<file path="config.mk">
export PLATFORM = sky130hd
export DESIGN_NAME = line_clear_ctrl
export DESIGN_NICKNAME = d
export VERILOG_FILES = /design/src/rtl/line_clear_ctrl.sv
export SDC_FILE = /design/constraint.sdc
export NUM_CORES = 1
export LEC_CHECK = 0
export CORE_UTILIZATION = 48
export DETAILED_ROUTE_END_ITERATION = 10
export PLACE_DENSITY = 0.86
export SLEW_MARGIN = 15
export SYNTH_ARGS = -nofsm -noshare
export SYNTH_HDL_FRONTEND = slang
export SYNTH_SLANG_ARGS = --single-unit
</file>
<file path="constraint.sdc">
create_clock -name clk -period 5.5 [get_ports clk]
set_clock_uncertainty 0.05 [all_clocks]
set_input_delay 1.1 -clock clk [delete_from_list [all_inputs] [get_ports clk]]
set_output_delay 1.1 -clock clk [all_outputs]
set_load 0.03 [all_outputs]
</file>
<file path="src/rtl/line_clear_ctrl.sv">
// Line-clear sequencer: scans the board RAM bottom-up for full rows, shifts the rows above down
// and zero-fills row 0, sharing the single RAM port with the display, which has strict priority.
module line_clear_ctrl #(
  parameter int COLS = 10,
  parameter int ROWS = 20,
  parameter int AW   = 8,
  parameter int DW   = 24
) (
  input  logic          clk,
  input  logic          rst,
  input  logic          start,
  output logic          busy,
  output logic          done,
  output logic [2:0]    lines_cleared,
  input  logic          disp_req,
  input  logic [AW-1:0] disp_addr,
  output logic [DW-1:0] disp_data,
  output logic [AW-1:0] ram_addr,
  output logic          ram_we,
  output logic [DW-1:0] ram_wdata,
  input  logic [DW-1:0] ram_rdata,
  output logic [2:0]    dbg_state
);

  localparam int RW = $clog2(ROWS);
  localparam int CW = $clog2(COLS);
  localparam logic [RW-1:0] ROW_LAST = RW'(ROWS - 1);
  localparam logic [CW-1:0] COL_LAST = CW'(COLS - 1);

  localparam logic [2:0] S_IDLE  = 3'd0;
  localparam logic [2:0] S_SCAN  = 3'd1;
  localparam logic [2:0] S_CHECK = 3'd2;
  localparam logic [2:0] S_SH_RD = 3'd3;
  localparam logic [2:0] S_SH_WR = 3'd4;
  localparam logic [2:0] S_CLEAR = 3'd5;
  localparam logic [2:0] S_DONE  = 3'd6;

  // RAM port handshake: disp_req acts as a request with implicit, unconditional acceptance;
  // the engine owns the port only when grant=1 and every engine op simply repeats until granted.
  logic          grant;
  logic [2:0]    state;
  logic [RW-1:0] row;
  logic [RW-1:0] src;
  logic [CW-1:0] col;
  logic [2:0]    lines_q;
  logic          pending;
  logic [DW-1:0] data_q;
  logic [DW-1:0] cell_data;
  logic [RW-1:0] eng_row;
  logic [AW-1:0] eng_addr;
  logic          eng_we;

  assign grant     = !disp_req;
  // Read data is live on the bus only right after our own granted read; afterwards use the copy.
  assign cell_data = pending ? ram_rdata : data_q;

  always_comb begin
    eng_row = row;
    case (state)
      S_SH_RD: eng_row = src - 1'b1;
      S_SH_WR: eng_row = src;
      S_CLEAR: eng_row = '0;
      default: eng_row = row;
    endcase
  end

  assign eng_addr  = AW'(eng_row) * AW'(COLS) + AW'(col);
  assign eng_we    = (state == S_SH_WR) || (state == S_CLEAR);
  assign ram_addr  = disp_req ? disp_addr : eng_addr;
  assign ram_we    = grant && eng_we;
  assign ram_wdata = (state == S_SH_WR) ? cell_data : '0;
  assign disp_data = ram_rdata;

  assign busy          = (state != S_IDLE) && (state != S_DONE);
  assign done          = (state == S_DONE);
  assign lines_cleared = lines_q;
  assign dbg_state     = state;

  always_ff @(posedge clk or negedge rst) begin
    if (!rst) begin
      pending <= 1'b0;
      data_q  <= '0;
    end else begin
      pending <= grant && ((state == S_SCAN) || (state == S_SH_RD));
      if (pending) data_q <= ram_rdata;
    end
  end

  always_ff @(posedge clk or negedge rst) begin
    if (!rst) begin
      state   <= S_IDLE;
      row     <= '0;
      src     <= '0;
      col     <= '0;
      lines_q <= '0;
    end else begin
      case (state)
        S_IDLE: begin
          if (start) begin
            state   <= S_SCAN;
            row     <= ROW_LAST;
            col     <= '0;
            lines_q <= '0;
          end
        end
        S_SCAN: begin
          if (grant) state <= S_CHECK;
        end
        S_CHECK: begin
          if (cell_data == '0) begin
            col <= '0;
            if (row == '0) begin
              state <= S_DONE;
            end else begin
              row   <= row - 1'b1;
              state <= S_SCAN;
            end
          end else if (col != COL_LAST) begin
            col   <= col + 1'b1;
            state <= S_SCAN;
          end else begin
            if (lines_q != 3'd7) lines_q <= lines_q + 3'd1;
            src   <= row;
            col   <= '0;
            state <= (row == '0) ? S_CLEAR : S_SH_RD;
          end
        end
        S_SH_RD: begin
          if (grant) state <= S_SH_WR;
        end
        S_SH_WR: begin
          if (grant) begin
            if (col != COL_LAST) begin
              col   <= col + 1'b1;
              state <= S_SH_RD;
            end else begin
              col   <= '0;
              src   <= src - 1'b1;
              state <= (src == RW'(1)) ? S_CLEAR : S_SH_RD;
            end
          end
        end
        S_CLEAR: begin
          if (grant) begin
            if (col == COL_LAST) begin
              col   <= '0;
              state <= S_SCAN;
            end else begin
              col <= col + 1'b1;
            end
          end
        end
        S_DONE:  state <= S_IDLE;
        default: state <= S_IDLE;
      endcase
    end
  end

endmodule

</file>
==> summary.txt <==
synthesized instance count = 373
DR pass1 iterations = 4
DRC = 0
Die Span X = 86.2 um
crit-path cells = inv_1 > ha_1 > nor3b_1 > xor2_1 > a211oi_2 > inv_1 > ha_1 > fa_1 > or3_1 > a211o_1 > a211oi_1 > a311oi_1 > dlygate4sd2_1
Clk Latency, worst-skew pair = 290 ps
Port Buffers = 100
core area = 6830 sq um
Critical R2R Launch = pending$_DFF_PN0_
slew margin rel. = 33.9%
critical path's largest stage delay = 480 ps
crit-path leading delay family = adder cells
largest cells by area after synthesis = dfrtp_1 (33%), mux2_2 (8.6%), ha_1 (5.9%)
share of synthesized registers carrying an async set or reset = 100%
worst path bufs/invs = 3
CTS tree = built
largest net degree at the start of global routing = 46
WL final = 8.47 mm
Worst Setup End Kind = output port
Static Leakage = 1.80 nW
worst path required time = 4350 ps
Core Util, Final = 64.7%
post-DP HPWL = 6.45 mm
startpoint types = flop
Root Buffer = clkbuf_8
# rows = 30
IO Pins = 101
PD cells = 510 nW/um^2
CTS sink count = 45
reg2reg end = row[3]$_DFFE_PN0P_
routed vias/inst = 5.68
critical path type = flop to output port
VDD IR max = 576 uV
Post-Syn Area = 3400 sq um
Area growth syn-to-layout = 29.9%
post-route ant nets = 0
Worst Hold Path EP = data_q[20]$_DFF_PN0_
CTS Buf Count = 5
antenna violations before repair = 0
Setup Total Neg Slack = 0 ps
DR iter-0 viols = 219
hold_buf cts = 0
Synth warnings = 0
Worst Tran Pin Value = 991 ps
total grt overflow = 0
Design Area, Final = 4420 sq um
GRT Total Usage = 23.9%
worst reg2reg setup slack = 2660 ps
final setup fails = 0
final hold slack = 474 ps
most frequent cell after synthesis = dfrtp_1
Die Y = 86.2 um
Seq cells post-synth = 45
Slowest cell on crit path = fa_1
crit path DAT = 4160 ps
number of max-cap violations = 0
fmax = 188 MHz
routed len/inst = 15.7 um
Filler cells = 570
deepest clock path buffer count = 2
vias after detailed routing = 3,068
RSZ-0062 raised after global routing = false
clock input transition at the sequential cells of the worst setup and hold paths = 80 ps
crit path max fanout = 5
number of flops mapped to enable cells by yosys = 0
antenna cells = 0
global-route wire length before repair = 14.2 mm
Max Slew Vio Count = 0
status = finished clean
post-synth top area share = 33.1%
Tot Pwr = 2.25 mW
Final #Nets = 498
final worst path period share = 96.6%
final hold vios = 0
Initial Util = 49.8%
hold depth = 1
worst min path class = flop to flop
synth cell count leaders = dfrtp_1 (45), nor2_1 (27), mux2_2 (26)
number of global-route vias before repair = 3,059
Avg Cell Area, Syn = 9.12 sq um
synth unique cells = 57
worst hold start = data_q[20]$_DFF_PN0_
Placed Area = 4300 sq um
htree depth = 2
Tmin final = 5310 ps
Top FF cell, synth = dfrtp_1
largest area contributor in the netlist = dfrtp_1
layout cells sized above 1 = 11.5%
die area = 7430 sq um
register area share after synthesis = 33.1%
R2R cell count = 6
Syn Nets = 427
RePlAce Congestion = 0.904
buffer count from post-CTS setup fixing = 0
## final cells by class
cell class,count,area [sq um],share of cell area (%)
Multi-Input combinational cell,273,1970,44.6
Sequential cell,45,1130,25.5
Timing Repair Buffer,107,1050,23.8
Tap cell,96,120,2.72
Clock buffer,5,68.8,1.56
Inverter,12,45.0,1.02
Clock inverter,2,35.0,0.793
## layout by cell type (no fill, tap or decap), types with 4 or more instances in the layout
cell type / synthesis / final
o21ai_0: 13 / 13
o22ai_1: 4 / 4
and2_1: 23 / 23
nand2_1: 18 / 18
a211oi_1: 6 / 5
a21o_1: 5 / 5
dfrtp_1: 45 / 44
nand2b_1: 5 / 5
mux2_2: 26 / 26
xor2_1: 4 / 4
nor2b_1: 6 / 6
nor2_1: 27 / 27
clkbuf_8: 0 / 5
a21oi_1: 20 / 20
buf_4: 24 / 6
nand3_1: 15 / 15
inv_1: 12 / 12
ha_1: 16 / 16
nor3_1: 13 / 13
a311oi_1: 4 / 4
a22oi_1: 8 / 8
clkdlybuf4s50_1: 0 / 98
nor4_1: 5 / 5
## cells by family (layout without fill, tap and decap cells)
| logic type | Yosys count | count (layout) | share of synthesized area, % |
|---|---|---|---|
| simple gates | 136 | 136 | 22.0 |
| compound gates | 82 | 82 | 17.0 |
| buf+inv | 55 | 126 | 9.23 |
| flops | 45 | 45 | 33.1 |
| mux | 30 | 30 | 9.82 |
| fa+ha+maj | 18 | 18 | 7.06 |
| xor+xnor | 7 | 7 | 1.80 |
## state kept, by name, indices dropped and copies added (netlist names)
name / flops
col: 4
data_q: 24
dbg_state: 3
lines_cleared: 3
pending: 1
row: 5
src: 5
## per-layer routing
layer  global-route usage, %  part of all wire (%)  vias up
met2                    42.5                    49      143
met3                    4.38                   6.9       10
met4                    8.03                   1.0        0
met1                    29.1                    44     1433
li1                        -                     -     1482
met5                       0                     0        -
## repair_timing
item                       4_1_cts  5_1_grt
gates resized for setup          1        1
pin swaps                        0        0
setup endpoints to repair        1        2
cloned                           0        0
## per-stage QoR
stage,setup slack [ps],instances
final,187,540
after global routing,9.92,540
after CTS,151,539
after detailed placement,216,532
after global placement,307,532
after floorplan,240,373
## report_power, final
part	total (mW)	leakage [nW]	switching [mW]	internal, mW
Sequential	0.608	0.536	0.146	0.462
Clock	0.239	0.0540	0.107	0.132
Combinational	1.41	1.21	0.775	0.631
Total	2.25	1.80	1.03	1.23
## worst max-delay path by stage
stage,startpoint,endpoint,slack (ps),cells after the start
5_1_grt,src[2]$_DFFE_PN0P_,ram_addr[7],10,13
6_report,src[0]$_DFFE_PN0P_,ram_addr[7],190,13
4_1_cts,src[0]$_DFFE_PN0P_,ram_addr[7],150,13
3_5_place_dp,src[0]$_DFFE_PN0P_,ram_addr[7],220,12
2_1_floorplan,dbg_state[1]$_DFFE_PN0P_,ram_addr[7],240,11
3_3_place_gp,src[0]$_DFFE_PN0P_,ram_addr[7],310,12
No activity file was read; power rests on OpenSTA's default activity.
